<file path="src/rtl/mesm6_defines.sv">
// rtl/mesm6_defines.sv - PIC register map, dispatcher states and OFF decoding
package mesm6_defines;

  localparam logic [14:0] PIC_OFF    = 15'o0;
  localparam logic [14:0] PIC_IECCLR = 15'o2;
  localparam logic [14:0] PIC_IECSET = 15'o3;
  localparam logic [14:0] PIC_IEC    = 15'o4;
  localparam logic [14:0] PIC_IFSCLR = 15'o5;
  localparam logic [14:0] PIC_IFSSET = 15'o6;
  localparam logic [14:0] PIC_IFS    = 15'o7;

  typedef enum logic [2:0] {
    IDLE,
    CPU_ACC,
    RD_OFF,
    WR_CLR,
    PRESENT
  } state_t;

  typedef enum logic {
    GRANT_CPU,
    GRANT_IRQ
  } grant_t;

  // OFF encodes the source as 48 - bit; zero or anything above 48 means nothing valid is pending.
  function automatic logic off_valid(input logic [5:0] off);
    return (off >= 6'd1) && (off <= 6'd48);
  endfunction

  function automatic logic [5:0] off_to_bit(input logic [5:0] off);
    return 6'd48 - off;
  endfunction

  function automatic logic [7:0] sat_inc8(input logic [7:0] v);
    return (v == 8'hFF) ? v : v + 8'd1;
  endfunction

endpackage

</file>
<file path="src/rtl/mesm6_irq_dispatch.sv">
// rtl/mesm6_irq_dispatch.sv - arbitrates CPU register accesses and PIC interrupt dispatch
module mesm6_irq_dispatch
  import mesm6_defines::*;
#(
  parameter int TMO_CYC  = 16,
  parameter int AUTO_CLR = 1
) (
  input  logic        clk,
  input  logic        reset,
  input  logic [14:0] cpu_addr,
  input  logic        cpu_read,
  input  logic        cpu_write,
  input  logic [47:0] cpu_wdata,
  output logic [47:0] cpu_rdata,
  output logic        cpu_done,
  input  logic        irq_en,
  output logic        irq_req,
  output logic [5:0]  irq_vec,
  input  logic        irq_ack,
  input  logic        pic_int,
  output logic [14:0] pic_addr,
  output logic        pic_read,
  output logic        pic_write,
  output logic [47:0] pic_wdata,
  input  logic [47:0] pic_rdata,
  input  logic        pic_done
);

  localparam int CW = $clog2(TMO_CYC + 1);
  localparam logic [CW-1:0] TMO_LAST = CW'(TMO_CYC - 1);

  state_t        state, state_d;
  grant_t        last_grant, last_grant_d;
  logic          arm, arm_d;
  logic [CW-1:0] tmo_cnt, tmo_cnt_d;
  logic [7:0]    spur_cnt, spur_cnt_d;
  logic [14:0]   pic_addr_d;
  logic          pic_read_d, pic_write_d;
  logic [47:0]   pic_wdata_d, cpu_rdata_d;
  logic          cpu_done_d, irq_req_d;
  logic [5:0]    irq_vec_d, off_v;
  logic          cpu_pend, irq_pend, tmo_hit;

  // Next-state and next-output logic; an ack is honoured whenever a vector is
  // being presented, including while a CPU access is served out of PRESENT.
  always_comb begin
    state_d      = state;
    last_grant_d = last_grant;
    arm_d        = arm;
    tmo_cnt_d    = tmo_cnt;
    spur_cnt_d   = spur_cnt;
    pic_addr_d   = pic_addr;
    pic_read_d   = pic_read;
    pic_write_d  = pic_write;
    pic_wdata_d  = pic_wdata;
    cpu_rdata_d  = cpu_rdata;
    cpu_done_d   = 1'b0;
    irq_req_d    = irq_req;
    irq_vec_d    = irq_vec;
    off_v        = pic_rdata[5:0];
    cpu_pend     = (cpu_read | cpu_write) & arm;
    irq_pend     = pic_int & irq_en & ~irq_req;
    tmo_hit      = (tmo_cnt == TMO_LAST);

    if (!cpu_read && !cpu_write) arm_d = 1'b1;
    if (irq_req && irq_ack) irq_req_d = 1'b0;

    unique case (state)
      IDLE, PRESENT: begin
        if (cpu_pend && (!irq_pend || last_grant == GRANT_IRQ)) begin
          state_d      = CPU_ACC;
          last_grant_d = GRANT_CPU;
          tmo_cnt_d    = '0;
          pic_addr_d   = cpu_addr;
          pic_wdata_d  = cpu_wdata;
          pic_write_d  = cpu_write;
          pic_read_d   = cpu_read & ~cpu_write;
        end else if (irq_pend) begin
          state_d      = RD_OFF;
          last_grant_d = GRANT_IRQ;
          tmo_cnt_d    = '0;
          pic_addr_d   = PIC_OFF;
          pic_read_d   = 1'b1;
          pic_write_d  = 1'b0;
        end else if (!irq_req_d) begin
          state_d = IDLE;
        end
      end
      CPU_ACC: begin
        tmo_cnt_d = tmo_cnt + 1'b1;
        if (pic_done || tmo_hit) begin
          pic_read_d  = 1'b0;
          pic_write_d = 1'b0;
          cpu_done_d  = 1'b1;
          arm_d       = 1'b0;
          state_d     = irq_req_d ? PRESENT : IDLE;
          if (!pic_done) begin
            cpu_rdata_d = '1;
            spur_cnt_d  = sat_inc8(spur_cnt);
          end else if (pic_read) begin
            cpu_rdata_d = pic_rdata;
          end
        end
      end
      RD_OFF: begin
        tmo_cnt_d = tmo_cnt + 1'b1;
        if (pic_done) begin
          pic_read_d = 1'b0;
          if (off_valid(off_v)) begin
            irq_vec_d = off_to_bit(off_v);
            if (AUTO_CLR != 0) begin
              state_d     = WR_CLR;
              tmo_cnt_d   = '0;
              pic_addr_d  = PIC_IFSCLR;
              pic_wdata_d = 48'd1 << off_to_bit(off_v);
              pic_write_d = 1'b1;
            end else begin
              state_d   = PRESENT;
              irq_req_d = 1'b1;
            end
          end else begin
            spur_cnt_d = sat_inc8(spur_cnt);
            state_d    = IDLE;
          end
        end else if (tmo_hit) begin
          pic_read_d = 1'b0;
          spur_cnt_d = sat_inc8(spur_cnt);
          state_d    = IDLE;
        end
      end
      WR_CLR: begin
        tmo_cnt_d = tmo_cnt + 1'b1;
        if (pic_done) begin
          pic_write_d = 1'b0;
          irq_req_d   = 1'b1;
          state_d     = PRESENT;
        end else if (tmo_hit) begin
          pic_write_d = 1'b0;
          spur_cnt_d  = sat_inc8(spur_cnt);
          state_d     = IDLE;
        end
      end
      default: state_d = IDLE;
    endcase
  end

  // State and registered outputs; reset abandons any in-flight access.
  always_ff @(posedge clk or posedge reset) begin
    if (reset) begin
      state      <= IDLE;
      last_grant <= GRANT_IRQ;
      arm        <= 1'b1;
      tmo_cnt    <= '0;
      spur_cnt   <= '0;
      pic_addr   <= '0;
      pic_read   <= 1'b0;
      pic_write  <= 1'b0;
      pic_wdata  <= '0;
      cpu_rdata  <= '0;
      cpu_done   <= 1'b0;
      irq_req    <= 1'b0;
      irq_vec    <= '0;
    end else begin
      state      <= state_d;
      last_grant <= last_grant_d;
      arm        <= arm_d;
      tmo_cnt    <= tmo_cnt_d;
      spur_cnt   <= spur_cnt_d;
      pic_addr   <= pic_addr_d;
      pic_read   <= pic_read_d;
      pic_write  <= pic_write_d;
      pic_wdata  <= pic_wdata_d;
      cpu_rdata  <= cpu_rdata_d;
      cpu_done   <= cpu_done_d;
      irq_req    <= irq_req_d;
      irq_vec    <= irq_vec_d;
    end
  end

endmodule

</file>
<file path="config.mk">
export PLATFORM = sky130hd
export DESIGN_NAME = mesm6_irq_dispatch
export DESIGN_NICKNAME = d
export VERILOG_FILES = /design/src/rtl/mesm6_defines.sv /design/src/rtl/mesm6_irq_dispatch.sv
export SDC_FILE = /design/constraint.sdc
export NUM_CORES = 1
export LEC_CHECK = 0
export CAP_MARGIN = 0
export CORE_MARGIN = 5
export CORE_UTILIZATION = 48
export CTS_CLUSTER_DIAMETER = 40
export CTS_CLUSTER_SIZE = 8
export DETAILED_ROUTE_END_ITERATION = 8
export GPL_TIMING_DRIVEN = 0
export PLACE_DENSITY = 0.86
export SLEW_MARGIN = 25
export SYNTH_ARGS = -nofsm -noshare
export SYNTH_HDL_FRONTEND = slang
export SYNTH_SLANG_ARGS = --single-unit
</file>
<file path="constraint.sdc">
create_clock -name clk -period 8.05 [get_ports clk]
set_clock_uncertainty 0.05 [all_clocks]
set_input_delay 1.61 -clock clk [delete_from_list [all_inputs] [get_ports clk]]
set_output_delay 1.61 -clock clk [all_outputs]
set_load 0.05 [all_outputs]
</file>
# After elaboration in Yosys (flattened, before gate mapping)
# Cells that the tools add are included.
totals:
  reg_bits: 131
  input_bits: 119
  out_inout_bits: 121
  wordCells: 110
op_classes:
  add_sub_neg: 2
  n_lt_le_gt_ge: 2
  eq_ne: 14
  shifts: 1
  mux: 46
  bitwise_logic: 7
  reduce_logical: 26
ops:
  columns: ["operator", "n"]
  rows:
  - ["48-bit 2-to-1 mux", 5]
  - ["48-bit case mux with 2 select lines", 1]
  - ["15-bit 2-to-1 mux", 4]
  - ["1-bit by 6-bit left shift with 48-bit output (first input constant)", 1]
  - ["15-bit case mux with 2 select lines", 1]
  - ["3-bit 2-to-1 mux", 8]
  - ["5-bit 2-to-1 mux", 4]
  - ["1-bit 2-to-1 mux", 18]
  - ["5-bit case mux with 3 select lines", 1]
  - ["3-bit case mux with 4 select lines", 1]
  - ["4-bit AND reduction", 3]
  - ["2-bit inequality test (second input constant)", 5]
  - ["3-bit inequality test (second input constant)", 3]
  - ["3-bit by 2-bit equality test with 1-bit output (second input constant)", 2]
  - ["6-bit by 1-bit >= comparator with 1-bit output (second input constant)", 1]
  - ["6-bit less-or-equal comparator (second input constant)", 1]
  - ["2-bit AND reduction", 3]
  - ["3-bit AND reduction", 2]
  - ["6-bit AND reduction", 1]
  - ["3-bit nonzero test", 2]
  - ["6-bit subtractor (first input constant)", 1]
  - ["5-bit by 1-bit adder with 5-bit output (second input constant)", 1]
  - ["5-bit by 4-bit equality test with 1-bit output (second input constant)", 1]
  - ["1-bit AND", 4]
  - ["15 further kinds", 24]

# Longest topological paths before layout
depth:
  ltp_word: 7
  mapped_depth: 9
  ltp_nobuf: 8

# Worst setup path after synthesis
# Ideal clock, no wire load.
synth_timing:
  path_kind: "in2reg"
  startpoint: "input pic_rdata[1]"
  endpoint: "register irq_vec[1]"
  setup_ps: 128
  t_arrival_ps: 3235
  t_required_ps: 7872
  slack_ps: 4637
  stages: 7
  n_path_buf: 1
  path_cell_list: "inv_1 ha_1 or4b_4 o22a_4 nand3_1 buf_2 mux2_1"
synth_between:
  elab_chain_len: 3
  word_cells_on_any_way: 5
  classes_between: "add/sub (1); order compare (2); reduce/logical (2)"
synth_lines:
  columns: ["element", "line_no", "text"]
  rows:
  - ["from (decl)", "mesm6_irq_dispatch.sv:25", "input logic [47:0] pic_rdata,"]
  - ["6-bit by 1-bit >= comparator with 1-bit output or 6-bit less-or-equal comparator (tied branches)", "mesm6_defines.sv:27", "return (off >= 6'd1) && (off <= 6'd48);"]
  - ["1-bit logical AND", "mesm6_defines.sv:27", null]
  - ["3-bit AND reduction (no source line)", null, null]
  - ["to (signal assigned)", "mesm6_irq_dispatch.sv:176", "irq_vec <= irq_vec_d;"]
  - ["to (decl)", "mesm6_irq_dispatch.sv:18", "output logic [5:0] irq_vec,"]
# Several ways; a longest one is shown, not always the timed one.
# A chain may end at the register's enable or synchronous reset.

# Final worst setup path
layout_timing:
  startpoint: "input pic_rdata[1]"
  endpoint: "register pic_wdata[28]"
layout_between:
  elab_chain_len: 5
  word_cells_on_any_way: 10
  classes_between: "add/sub (1); order compare (2); eq/ne (1); shift (1); mux (3); reduce/logical (2)"
layout_lines:
  columns: ["element", "line_no", "text"]
  rows:
  - ["6-bit subtractor", "mesm6_defines.sv:31", "return 6'd48 - off;"]
  - ["1-bit by 6-bit left shift with 48-bit output", "mesm6_irq_dispatch.sv:115", "pic_wdata_d = 48'd1 << off_to_bit(off_v);"]
  - ["48-bit 2-to-1 mux", "mesm6_irq_dispatch.sv:109", "if (off_valid(off_v)) begin"]
  - ["48-bit 2-to-1 mux", "mesm6_irq_dispatch.sv:107", "if (pic_done) begin"]
  - ["48-bit case mux with 2 select lines", "mesm6_irq_dispatch.sv:68", "unique case (state)"]
  - ["to (signal assigned)", "mesm6_irq_dispatch.sv:172", "pic_wdata <= pic_wdata_d;"]
  - ["to (decl)", "mesm6_irq_dispatch.sv:24", "output logic [47:0] pic_wdata,"]
# Several ways; a longest one is shown, not always the timed one. The select of a mux whose other input is x is not followed.

==> run_results.csv <==
group,metric,value,unit
timing,rsz0062_at_grt,"false",
floorplan,pin_count,240,
floorplan,dieArea,15500,um2
placement,gp_congestion,0.977,
pwr,ir_drop,0.248,mV
floorplan,dieWidth,125,um
cts,cts.htree.levels,4,
routing,drtIter0Drc,542,
synthesis,synthCells,646,
worst_setup_path,end_kind,"flop",
timing,fmax,0.250,GHz
placement,io_buffers,237,
synthesis,yosys.area_share.simple,14.5,%
floorplan,die_h,125,um
worst_setup_path,crit_arrival,4320,ps
timing,hold_ws,431,ps
synthesis,yosys_warnings,0,
cts,insertion_delay,420,ps
synthesis,synth_compound_area_share,22.9,%
cts,cts_sinks,131,
placement,dp_slack,3640,ps
routing,num_vias,6229,
routing,wl_per_cell,19.5,um
synthesis,synthMuxAreaShare,1.01,%
pwr,p_per_area,453,nW/um2
run,cap_viol_max_count,0,
synthesis,syn-num-nets,774,
synthesis,async_flop_share,100,%
cells_and_area,utilization,74.4,%
grt,grt_max_degree,80,
routing,via_per_inst,5.73,
routing,firstDrtPassIters,5,
synthesis,synth_seq_area_share,52.1,%
floorplan,core,12700,um2
synthesis,synthAdderAreaFrac,1.79,%
synthesis,synth.avg_cell_area,9.74,um2
cells_and_area,design_area,9460,um2
synthesis,synth_xor_area_share,0.696,%
synthesis,ys.flop_type,"dfrtp_1",
floorplan,initial_core_util,49.5,%
timing,setup_ws,4040,ps
grt,grt_pass1_vias,6288,
synthesis,syn_area,6290,um2
synthesis,synth.area.top_cells,"dfrtp_1, nor2_1, a31oi_1",
cells_and_area,area_delta_synth_final,50.3,%
routing,wirelength,21.2,mm
timing,setup_viol,0,
pwr,p_leak,3.94,nW
cts,clockBufferDepth,2,
cts,cts-root-buf,"clkbuf_16",
worst_setup_path,r2r_slack,5350,ps
timing,setup_tns,0,ps
grt,antenna_found_initial,1,
synthesis,synth_edf_count,0,
cts,clkTransAtPathRegs,60,ps
cts,hold_buffers,0,
cts,cts_buffers,17,
grt,grt_usage,27.3,%
floorplan,rows,41,
worst_setup_path,critPathMaxFanout,8,
cts,ctsResizeCount,0,
worst_setup_path,critPathKind,"input pin to flop",
cells_and_area,drive_above_1_share,7.87,%
synthesis,synth_top_family_by_area,"compound AO/OA/AOI/OAI gates",
timing,slew_viol_final,0,
synthesis,synth_top_area_share,51.3,%
cells_and_area,fillers,934,
timing,worst_pin_slew,761,ps
grt,grt_first_pass_wirelength,33.6,mm
routing,ant_nets,0,
timing,slew_headroom,49.0,%
timing,hold_viol,0,
grt,overflow,0,
timing,layout_min_cycle_time,4010,ps
placement,dp_hpwl,15.8,mm
placement,placed_cell_area,8920,um2
run_status,status,"completed",
synthesis,synth_seq_cells,131,
cts,postCtsSetupBuffers,0,
timing,min_period_over_period,49.8,%
synthesis,ys_types,63,
routing,drc,0,
synthesis,yosysTopAreaCell,"dfrtp_1",
worst_setup_path,worstSetupStartpointType,"input pin",
cts,cts_tree,"built",
worst_setup_path,cp.required,8360,ps
worst_hold_path,holdCritPathClass,"flop to flop",
cells_and_area,fin_nets,1031,
## cells in the final DEF (no fill, tap or decap), types with 5 or more instances in the layout
cell / n
nand3_1: 18
a21oi_1: 24
a22o_1: 13
o2111ai_1: 6
o211ai_1: 8
nor2b_1: 7
nand2b_1: 7
nor2_1: 100
o31ai_1: 10
a31oi_1: 57
ha_1: 9
clkbuf_16: 17
clkdlybuf4s50_1: 237
clkbuf_1: 24
a22oi_1: 13
inv_1: 53
buf_2: 15
o21ai_1: 6
o21ai_0: 8
o21a_1: 15
a221oi_1: 12
nand2_1: 41
dfrtp_1: 129
buf_1: 5
## worst max-delay path, stage by stage
cell	delay, ps
clkdlybuf4s50_1	540
inv_1	200
ha_1	320
or3b_1	470
o32ai_2	680
nand3_1	190
o2111ai_1	150
o21a_1	160
## Yosys cell counts (all sizes together), types with 9 or more instances
master / n
dfrtp: 129
nor2: 100
a31oi: 58
inv: 54
nand2: 41
buf: 27
a21oi: 25
clkbuf: 19
nand3: 18
o21a: 15
o21ai: 15
a221oi: 13
a22o: 13
a22oi: 13
o31ai: 10
ha: 9
## path summary, 6_finish.rpt
kind                               start       endpoint  cells after the start
setup / recovery            pic_rdata[1]  pic_wdata[28]                      8
hold / removal             pic_wdata[16]  pic_wdata[16]                      2
setup reg to reg              tmo_cnt[0]   cpu_rdata[0]                      8
hold reg to reg            pic_wdata[16]  pic_wdata[16]                      2
max in group asynchronous          reset   cpu_rdata[7]                      3
min in group asynchronous          reset       state[2]                      2
## layer usage
metal  global-route usage [%]  share of wire (%)
met3                     7.20                7.4
met4                     14.1                4.8
met1                     32.6                 38
met2                     45.2                 50
met5                        0                  0
## where the power goes
| group | internal [mW] | switching (mW) | total [mW] |
|---|---|---|---|
| clock | 0.445 | 0.269 | 0.714 |
| combinational | 0.834 | 1.63 | 2.46 |
| sequential | 0.953 | 0.158 | 1.11 |
| total | 2.23 | 2.06 | 4.29 |
## cell families (layout without fill, tap and decap cells)
group,after synthesis,count (layout)
and+or+nand+nor,198,198
AOI/OAI and AO/OA,197,197
DFF,131,131
buffers and inverters,100,369
adders and majority gates,9,9
muxes,6,6
xor gates and xnor gates,5,5
other,0,1
## through the flow
stage	std cells	total power, mW
finish	1088	4.29
global route	1087	4.48
floorplan	646	2.72
CTS	1087	4.30
detailed placement	1056	3.57
global placement	1055	3.52
## final cells by class
type,count,area [um2],share of cell area (%)
diodes,1,2.50,0.0264
plain buffers,46,233,2.46
clock buffers,25,485,5.13
clock inverters,6,57.6,0.608
inverters,54,210,2.22
multi-input cells,415,2580,27.3
flip-flops and latches,131,3280,34.7
well taps,172,215,2.27
repair buffers,238,2400,25.4
## sequential cells by signal, indices dropped and copies added, names as in the netlist, 3 cells and up
| register | count |
|---|---|
| state | 3 |
| cpu_rdata | 48 |
| pic_wdata | 48 |
| pic_addr | 15 |
| irq_vec | 6 |
| tmo_cnt | 5 |
No activity file was read; power rests on OpenSTA's default activity.
